$ cat config.mk
export PLATFORM = sky130hd
export DESIGN_NAME = mux_21
export DESIGN_NICKNAME = d
export VERILOG_FILES = /design/src/rtl/mux_21.sv
export SDC_FILE = /design/constraint.sdc
export NUM_CORES = 1
export LEC_CHECK = 0
export ABC_AREA = 1
export CELL_PAD_IN_SITES_DETAIL_PLACEMENT = 0
export CELL_PAD_IN_SITES_GLOBAL_PLACEMENT = 1
export CORE_AREA = 3 3 40 42
export DETAILED_ROUTE_END_ITERATION = 10
export DIE_AREA = 0 0 43 45
export PLACE_DENSITY_LB_ADDON = 0.1
export SYNTH_ARGS = -nofsm -noshare
export SYNTH_HDL_FRONTEND = slang
export SYNTH_SLANG_ARGS = --single-unit
$ cat constraint.sdc
create_clock -name clk -period 1.2 [get_ports clk]
set_clock_uncertainty 0.05 [all_clocks]
set_input_delay 0.18 -clock clk [delete_from_list [all_inputs] [get_ports clk]]
set_output_delay 0.18 -clock clk [all_outputs]
set_load 0.03 [all_outputs]
$ cat src/rtl/mux_21.sv
// rtl/mux_21.sv - registered 2:1 selector on a valid/ready stream with a one-entry skid buffer
//
// Ports:
//   clk        rising-edge clock
//   rst_n      asynchronous active-low reset
//   in1, in2   data sources; in1 chosen when sel=0, in2 when sel=1
//   sel        source select, sampled with the data on an accepted transfer
//   in_valid   upstream offers a transfer
//   in_ready   block can take a transfer this cycle (registered)
//   out        selected data, registered
//   out_valid  out holds an undelivered result
//   out_ready  downstream consumes out this cycle
module mux_21 #(
  parameter int unsigned          WIDTH     = 1,
  parameter logic [WIDTH-1:0]     RESET_VAL = '0
) (
  input  logic             clk,
  input  logic             rst_n,
  input  logic [WIDTH-1:0] in1,
  input  logic [WIDTH-1:0] in2,
  input  logic             sel,
  input  logic             in_valid,
  output logic             in_ready,
  output logic [WIDTH-1:0] out,
  output logic             out_valid,
  input  logic             out_ready
);

  logic [WIDTH-1:0] out_q, out_d;
  logic             out_valid_q, out_valid_d;
  logic [WIDTH-1:0] skid_q, skid_d;
  logic             skid_valid_q, skid_valid_d;
  logic             in_ready_q, in_ready_d;

  logic             accept;
  logic             consume;
  logic [WIDTH-1:0] result;

  assign accept  = in_valid && in_ready_q;
  assign consume = out_valid_q && out_ready;
  assign result  = sel ? in2 : in1;

  always_comb begin
    out_d        = out_q;
    out_valid_d  = out_valid_q;
    skid_d       = skid_q;
    skid_valid_d = skid_valid_q;

    if (skid_valid_q) begin
      // in_ready is low while the skid holds data, so nothing new arrives;
      // the only move is promoting the skid entry once out is taken.
      if (out_ready) begin
        out_d        = skid_q;
        out_valid_d  = 1'b1;
        skid_valid_d = 1'b0;
      end
    end else if (accept) begin
      if (!out_valid_q || out_ready) begin
        out_d       = result;
        out_valid_d = 1'b1;
      end else begin
        // Output stalled: park the result so in_ready can stay registered.
        skid_d       = result;
        skid_valid_d = 1'b1;
      end
    end else if (consume) begin
      out_valid_d = 1'b0;
    end

    in_ready_d = !skid_valid_d;
  end

  always_ff @(posedge clk or negedge rst_n) begin
    if (!rst_n) begin
      out_q        <= RESET_VAL;
      out_valid_q  <= 1'b0;
      skid_q       <= '0;
      skid_valid_q <= 1'b0;
      in_ready_q   <= 1'b0;
    end else begin
      out_q        <= out_d;
      out_valid_q  <= out_valid_d;
      skid_q       <= skid_d;
      skid_valid_q <= skid_valid_d;
      in_ready_q   <= in_ready_d;
    end
  end

  assign out       = out_q;
  assign out_valid = out_valid_q;
  assign in_ready  = in_ready_q;

endmodule

==> impl_metrics.toml, run 1 <==
[cts]
clkSinkCount = 5
clk_latency_ns = 0.23
tritoncts.num_buffers = 3
cts_resized = 0
htree_num_levels = 1
cts_tree = "built"
ctsHoldBuffers = 0
cts_root_buf = "clkbuf_4"
cts_setup_buffers = 0
cts_buffer_depth = 2
path_clk_slew_ns = 0.04

[power]
p_per_area_mw_per_mm2 = 2030
irDropWorstVdd_v = 0.000759
p_leak_nw = 0.211

[synth]
yosysWarningCount = 0
yosysTopAreaCell = "dfrtp_1"
avgSynthCellArea_um2 = 7.62
synth_most_common_cell = "nand2_1"
ys_seq_elements = 5
synth_cells = 33
yosysSeqAreaShare = 0.498
ys_async_sr_fraction = 1.00
synth_cell_types = 11
synth_top_family_by_area = "simple AND/OR/NAND/NOR gates"
synth_ff_type = "dfrtp_1"
synthTopCellsByCount = "nand2_1 (13), dfrtp_1 (5), inv_1 (5), inv_2 (2), nand2_2 (2)"
synth_top_area_share = 0.498
syn_nets = 40
synth_fa_ha_area_frac = 0
synth_edf_count = 0
synth_area_um2 = 251
synth_mux_area_frac = 0
synth_area_leaders = "dfrtp_1 (50%), nand2_1 (19%), inv_1 (7.5%)"
synth-simple-area-share = 0.363
synth_compound_area_frac = 0.0199
synth_xor_area_frac = 0

[die]
die_x_um = 43
chipHeight_um = 45
coreArea_mm2 = 0.00128
io_pins = 10
dieArea_mm2 = 0.00194
rows = 13
start_util = 0.196

[critical_path]
crit_slowest_cell = "dfrtp_1"
crit_chain = "buf_4"
r2r-start = "skid_valid_q"
r2r_setup_slack_ns = 0.28
start_kind = "register"
path_class = "reg2out"
reg2reg_depth = 6
critPathArrivalTime_ns = 0.81
worstPathMaxFanout = 2
crit_buf_inv = 1
slowest_delay_ns = 0.40
rr_endpoint = "out"
crit_family = "flip-flops"
critical_path_cell_count = 1
critPathRequiredTime_ns = 0.97
end_kind = "output pin"

[layout]
drive_above_1_share = 0.261
final_nets = 54
diodes = 0
fin_area_um2 = 379
final_core_util = 0.295
area_delta_synth_final_pct = 50.7
n_fill_cell = 136

[timing]
max_slew_margin = 0.851
rsz0062_at_grt = "false"
timing.fmax_mhz = 957
setup-tns-final_ns = 0
min_period_ns = 1.04
final-hold-violation-count = 0
min_period_over_period = 0.870
tightest_slew_ns = 0.223
setup_violations = 0
slew_viol_final = 0

[drt]
drc = 0
viasPerCell = 3.54
via_count = 216
drtPass1Iterations = 4
wl_um = 495
drt_iter0_markers = 5
ant_nets = 0
wl_per_cell_um = 8.11

[global_route]
grt_antenna_before_repair = 0
first_global_vias = 232
grt_max_degree = 6
grt_pass1_wl_um = 890
grt_use_total = 0.0610
grt.overflow.total = 0

[placed_design]
dpl.hpwl_um = 419
globalplace.congestion = 0.670
placed_area_um2 = 353
portBuffers = 9

[job]
maxCapViolations = 0

[run_status]
status = "finished, final reports clean"

[worst_hold_path]
holdCritPathClass = "in2async"
-- per-layer routing --
layer | vias to the layer above | share of wire | GRT usage
met2 | 7 | 0.42 | 0.0868
li1 | 120 | - | -
met5 | - | 0 | 0
met1 | 89 | 0.49 | 0.0805
met4 | 0 | 0 | 0.0361
met3 | 0 | 0.087 | 0.0199
-- logic make-up (layout without fill, tap and decap cells) --
group	after synthesis	after routing
compound gates	1	1
buf+inv	8	21
flops	5	5
simple gates	19	19
-- report_power, final --
part	switching, mW	internal, mW
combinational	0.187	0.120
sequential	0.0430	0.232
clock	0.0623	0.125
total	0.293	0.478
-- metrics by stage --
step	power [mW]	std cells	setup WS [ns]	hold WS, ns
2_1_floorplan	0.472	33	0.150	-0.166
3_3_place_gp	0.586	57	0.00165	0.367
3_5_place_dp	0.591	57	0.00673	0.370
4_1_cts	0.785	61	0.146	0.118
5_1_grt	0.830	61	0.143	0.131
6_report	0.770	61	0.156	0.114
-- worst max path at each step --
stage,from,to,slack (ns)
after floorplan,in_ready,skid_q,0.15
after global placement,in_valid,skid_q,0.002
after detailed placement,in_valid,in_ready,0.007
after CTS,out_valid,out_valid,0.15
after global routing,out_valid,out_valid,0.14
final,out_valid,out_valid,0.16
-- layout make-up --
cell class / count / area, µm² / share of cell area
Sequential cell: 5 / 125 / 0.330
Multi-Input combinational cell: 20 / 96.3 / 0.254
Timing Repair Buffer: 9 / 82.6 / 0.218
Inverter: 8 / 30.0 / 0.0792
Clock buffer: 4 / 26.3 / 0.0693
Tap cell: 15 / 18.8 / 0.0495
-- layout by cell type (no fill, tap or decap), drive strengths merged --
cell	Yosys	layout
nand3	2	2
clkinv	1	1
nand2	16	16
buf	0	3
inv	7	7
nor2	1	1
o21ai	1	1
clkdlybuf4s50	0	6
clkbuf	0	4
dfrtp	5	5
-- state kept, by name (all words and copies together) (netlist names) --
register,cells
skid_valid_q,1
out_valid,1
skid_q,1
out,1
in_ready,1
No activity file was read; power rests on OpenSTA's default activity.
==> inputs of run 2 (changes only) <==
Settings changed: CTS_CLUSTER_SIZE from default to 14.
==> results of run 2 <==
The final DEF is identical to that of run 1; final timing and power are the same.
==> inputs of run 3 (changes only) <==
Clock period 1.2 ns to 0.9 ns, I/O delays scaled along.
==> run 3 against run 2 <==
The run now ends with setup timing left; sequential share of layout area fell by 2.1 points; first-iteration DRC count decreased by 40%; critical path type unchanged; highest routed layer unchanged; register-to-register slack got worse by 0.31 ns; wire length rose by 6.3%; non-clock buffer count increased by 1; flip-flop and latch count is the same; final cell count increased by 1.6%; die area unchanged; hold slack got worse by 0.051 ns.
==> impl_metrics.toml, run 3 (same netlist as run 1, synthesis figures left out) <==
[run_status]
status = "finished with violations"
violations = "setup timing"

[drt]
drc = 0
viasPerCell = 3.65
wl_per_cell_um = 8.48
drt_iter0_markers = 3
wl_um = 526
via_count = 226
ant_nets = 0
drtPass1Iterations = 4

[placed_design]
globalplace.congestion = 0.689
placed_area_um2 = 365
dp.cells = 58
portBuffers = 9

[timing]
final-hold-violation-count = 0
tightest_slew_ns = 0.217
min_period_over_period = 1.10
fin_ws_ns = -0.0857
timing.fmax_mhz = 1010
max_slew_margin = 0.855
setup-tns-final_ns = -0.238
fin_hold_ws_ns = 0.0633
min_period_ns = 0.986
slew_viol_final = 0
setup_violations = 6
rsz0062_at_grt = "true"

[global_route]
grt_pass1_wl_um = 834
grt_use_total = 0.0654
grt_antenna_before_repair = 0
grt_max_degree = 6
grt.overflow.total = 0
first_global_vias = 204

[cts]
clkSinkCount = 5
cts_root_buf = "clkbuf_4"
path_clk_slew_ns = 0.04
cts_tree = "built"
ctsHoldBuffers = 0
cts_setup_buffers = 0
tritoncts.num_buffers = 3
clk_latency_ns = 0.24
htree_num_levels = 1
cts_buffer_depth = 2

[power]
p_per_area_mw_per_mm2 = 2700
irDropWorstVdd_v = 0.000940
p_leak_nw = 0.217

[critical_path]
path_class = "reg2out"
start_kind = "register"
crit_chain = "buf_6"
slowest_delay_ns = 0.42
critPathRequiredTime_ns = 0.71
worstPathMaxFanout = 2
end_kind = "output pin"
crit_slowest_cell = "dfrtp_2"
critPathArrivalTime_ns = 0.80
crit_buf_inv = 1
crit_family = "flip-flops"

[layout]
diodes = 0
area_delta_synth_final_pct = 64.2
instances_no_fill = 62
n_fill_cell = 141
drive_above_1_share = 0.468
fin_area_um2 = 413
final_cell_mix = "nand2_1 (9), nand2_2 (6), clkdlybuf4s50_1 (6)"
final_nets = 55
final_common_cell = "nand2_1"
final_core_util = 0.321

[job]
maxCapViolations = 0

[die]
rows = 13
dieArea_mm2 = 0.00194
die_x_um = 43
coreArea_mm2 = 0.00128
chipHeight_um = 45
io_pins = 10
start_util = 0.196

[worst_hold_path]
holdCritPathClass = "in2async"
[run 3: cell count changes in the layout (fill, tap and decap cells not counted), sizes merged]
cell and change:
buf +1
[run 3: final cells by class]
| class | count | area [µm²] | area share |
|---|---|---|---|
| inverter | 8 | 30.0 | 0.0727 |
| clock buffer | 4 | 26.3 | 0.0636 |
| timing repair buffer | 10 | 101 | 0.245 |
| multi-input combinational | 20 | 109 | 0.264 |
| tap | 15 | 18.8 | 0.0455 |
| sequential | 5 | 128 | 0.309 |
[run 3: per-layer routing]
layer / vias to the layer above / wire length (µm) / GRT usage
met5: - / 0 / 0
met4: 0 / 0 / 0.0904
met3: 0 / 31 / 0.0319
met2: 6 / 250 / 0.0749
met1: 97 / 244 / 0.0737
li1: 123 / - / -
[run 3: path summary, 6_finish.rpt]
| kind | startpoint | end | slack [ns] | cells after the start |
|---|---|---|---|---|
| max in group asynchronous | rst_n | in_ready | 0.53 | 1 |
| worst min-delay path | rst_n | out | 0.06 | 1 |
| worst max register to register | skid_valid_q | skid_q | -0.03 | 4 |
| min in group clk | out | out | 0.44 | 2 |
| worst min register to register | out | out | 0.44 | 2 |
| worst max-delay path | out_valid | out_valid | -0.09 | 1 |
[run 3: timing repair]
action | in CTS | in global routing
hold endpoints to repair | 0 | 0
pin swaps | 1 | 5
endpoints found under the setup margin | 5 | 7
gates resized for setup | 5 | 4
[run 3: per-stage QoR]
| stage | total power [mW] | setup WS (ns) |
|---|---|---|
| 6_report | 1.11 | -0.0857 |
| 5_1_grt | 1.20 | -0.121 |
| 4_1_cts | 1.13 | -0.105 |
| 3_5_place_dp | 0.805 | -0.240 |
| 3_3_place_gp | 0.806 | -0.239 |
| 2_1_floorplan | 0.639 | -0.0405 |
[run 3: report_power, final]
part / switching [mW] / internal, mW
clock: 0.0831 / 0.167
combinational: 0.264 / 0.213
sequential: 0.0706 / 0.316
total: 0.417 / 0.696
==> patch, RTL diff (settings of run 3) <==
Reset style: synchronous (`rst_n`), changed in one clocked block. Comments in the files are not updated.
--- a/src/rtl/mux_21.sv
+++ b/src/rtl/mux_21.sv
@@ -70,7 +70,7 @@
     in_ready_d = !skid_valid_d;
   end
 
-  always_ff @(posedge clk or negedge rst_n) begin
+  always_ff @(posedge clk) begin
     if (!rst_n) begin
       out_q        <= RESET_VAL;
       out_valid_q  <= 1'b0;
Check against the original RTL: differs if rst_n is asserted again (counterexample within 4 cycles, from zero or initial values and one cycle with rst_n low); with rst_n held inactive, the same outputs for 10 cycles.
==> patch against run 3 <==
- the flow still finishes with violations (setup timing)
- area after synthesis is 4.5% lower
- setup slack improved by 64 ps
- routed wire length is 4.6% higher
- die area unchanged
- sequential cell count is the same
- final area rose by 8.2%
- non-clock buffer count grew 2
- critical path depth up 4
- critical endpoint is now skid_q
- highest routed layer is now met4
Power is not compared: it rests on default switching activity, and its combinational part moved more than twofold at a synthesized area within 25%.
==> patch: results (changes against run 3) <==
- Failing checks: setup timing
- Worst slew pin tran: 163 ps (-54.1 ps)
- Starting DRT DRC Count: 4 (+1)
- Via count: 275 (+22%)
- HP Class: primary input to flip-flop
- Fin worst setup slack: -21.5 ps (+64.2 ps)
- Clock Path Buffers: 2 (unchanged)
- Worst path arrival time: 1000 ps (+200 ps)
- Largest net degree at the start of global routing: 5 (-1)
- Worst path slowest cell: dfxtp_4
- Final nets: 62 (+13%)
- Initial antenna violation count: 0 (unchanged)
- Placed cells: 64 (+10%)
- Place WS: -329 ps (-89.3 ps)
- Synth top cells by count: 12 x nand2_1, 7 x inv_1, 5 x dfxtp_1, 5 x nor2_1, 3 x a21oi_1
- Vias in the first global route: 228 (+12%)
- Number of CTS-inserted buffers: 3 (unchanged)
- Leakage: 0.231 nW
- Post-synthesis sequential area ratio: 41.7% (-8.1 points)
- Worst VDD drop: 0.587 mV
- Netlist cell types: 10 (-1)
- Worst-path clk slew: 40 ps (about the same)
- Final Setup Violations: 4 (-2)
- Post-synth ARST share: 0% (-100 points)
- Share of post-route cells with drive strength above 1: 44.4% (-2.4 points)
- Syn Nets: 45 (+13%)
- Setup TNS: -32.4 ps (+206 ps)
- Skew-Pair Late Insertion Delay: 240 ps (about the same)
- Drt via density: 3.99 (+9.3%)
- H-tree Lvls: 1 (unchanged)
- Run status: complete, but fails checks
- Antenna Cells: 0 (unchanged)
- Synth area leaders: dfxtp_1 42%, nand2_1 19%, inv_1 11%
- CP max FO: 3 (+1)
- Filler cells: 145 (+2.8%)
- DR pass1 iterations: 2 (-2)
- Port Buf Inserts: 9 (unchanged)
- Crit-path max cell delay: 350 ps (-70 ps)
- Root buf cell: clkbuf_4
- Global placement routability congestion: 0.672 (-2.4%)
- Final WL: 550 um (+4.6%)
- Post-DP HPWL: 452 um
- Ys Warns: 0 (unchanged)
- Global-route wire length before repair: 890 um (+6.7%)
- Post-Synthesis Cells: 38 (+15%)
- GRT Total Usage: 6.84% (+0.30 points)
-- patch: cell types whose count changed in the layout (fill, tap and decap cells not counted), moves of 2 or more --
cell     change
nand2_2      -2
a21oi_1      +3
inv_1        +2
buf_4        +2
dfrtp_1      -3
nand2_1      -2
nor2_1       +4
dfxtp_4      +3
dfrtp_2      -2
-- patch: layout make-up --
class / count / area share (%)
Multi-Input combinational cell: 25 / 31.4
Clock buffer: 4 / 5.88
Sequential cell: 5 / 25.2
Tap cell: 15 / 4.20
Timing Repair Buffer: 12 / 26.6
Inverter: 8 / 6.72
-- patch: worst paths after layout --
check	startpoint	to	slack (ps)	cells past startpoint
setup / recovery	in_ready	skid_q	-20	5
hold / removal	in_valid	skid_valid_q	290	5
setup reg to reg	in_ready	skid_q	-20	5
hold reg to reg	skid_q	skid_q	440	2
-- patch: logic make-up (layout without fill, tap and decap cells) --
group           count (synthesis)  after routing  share of synthesized area [%]
simple gates                   20             20                           35.4
buf+inv                         8             24                           12.5
compound gates                  5              5                           10.4
flops                           5              5                           41.7
-- patch: repair_timing --
action / 4_1_cts / 5_1_grt
cloned: 0 / 0
endpoints found under the setup margin: 7 / 7
pin swaps: 3 / 6
endpoints found under the hold margin: 0 / 0
gates resized for setup: 9 / 7
buffers inserted: 0 / 1
-- patch: metal layers --
metal / track usage [%] / part of all wire (%)
met5: 0 / 0
met1: 7.02 / 40
met3: 4.38 / 11
met4: 7.23 / 2.7
met2: 8.98 / 46
-- patch: stage by stage --
step,hold WS (ps),area (um2),utilization (%),power (mW)
2_1_floorplan,211,253,-,0.298
3_3_place_gp,414,369,28.7,0.350
3_5_place_dp,429,369,28.7,0.351
4_1_cts,440,422,32.8,0.635
5_1_grt,307,447,34.8,0.673
6_report,295,447,34.8,0.630
-- patch: worst max-delay path, delay by kind of cell (launching register included) --
kind / cells / cell delay (ps)
AND/OR/NAND/NOR: 4 / 280
flip-flops: 1 / 350
AO/OA/AOI/OAI: 1 / 130
-- patch: where the power goes --
part / leakage [nW] / total (mW) / internal, mW / switching [mW]
sequential: 0.0433 / 0.240 / 0.230 / 0.0101
clock: 0.0150 / 0.259 / 0.168 / 0.0917
combinational: 0.172 / 0.131 / 0.0680 / 0.0632
total: 0.231 / 0.630 / 0.465 / 0.165
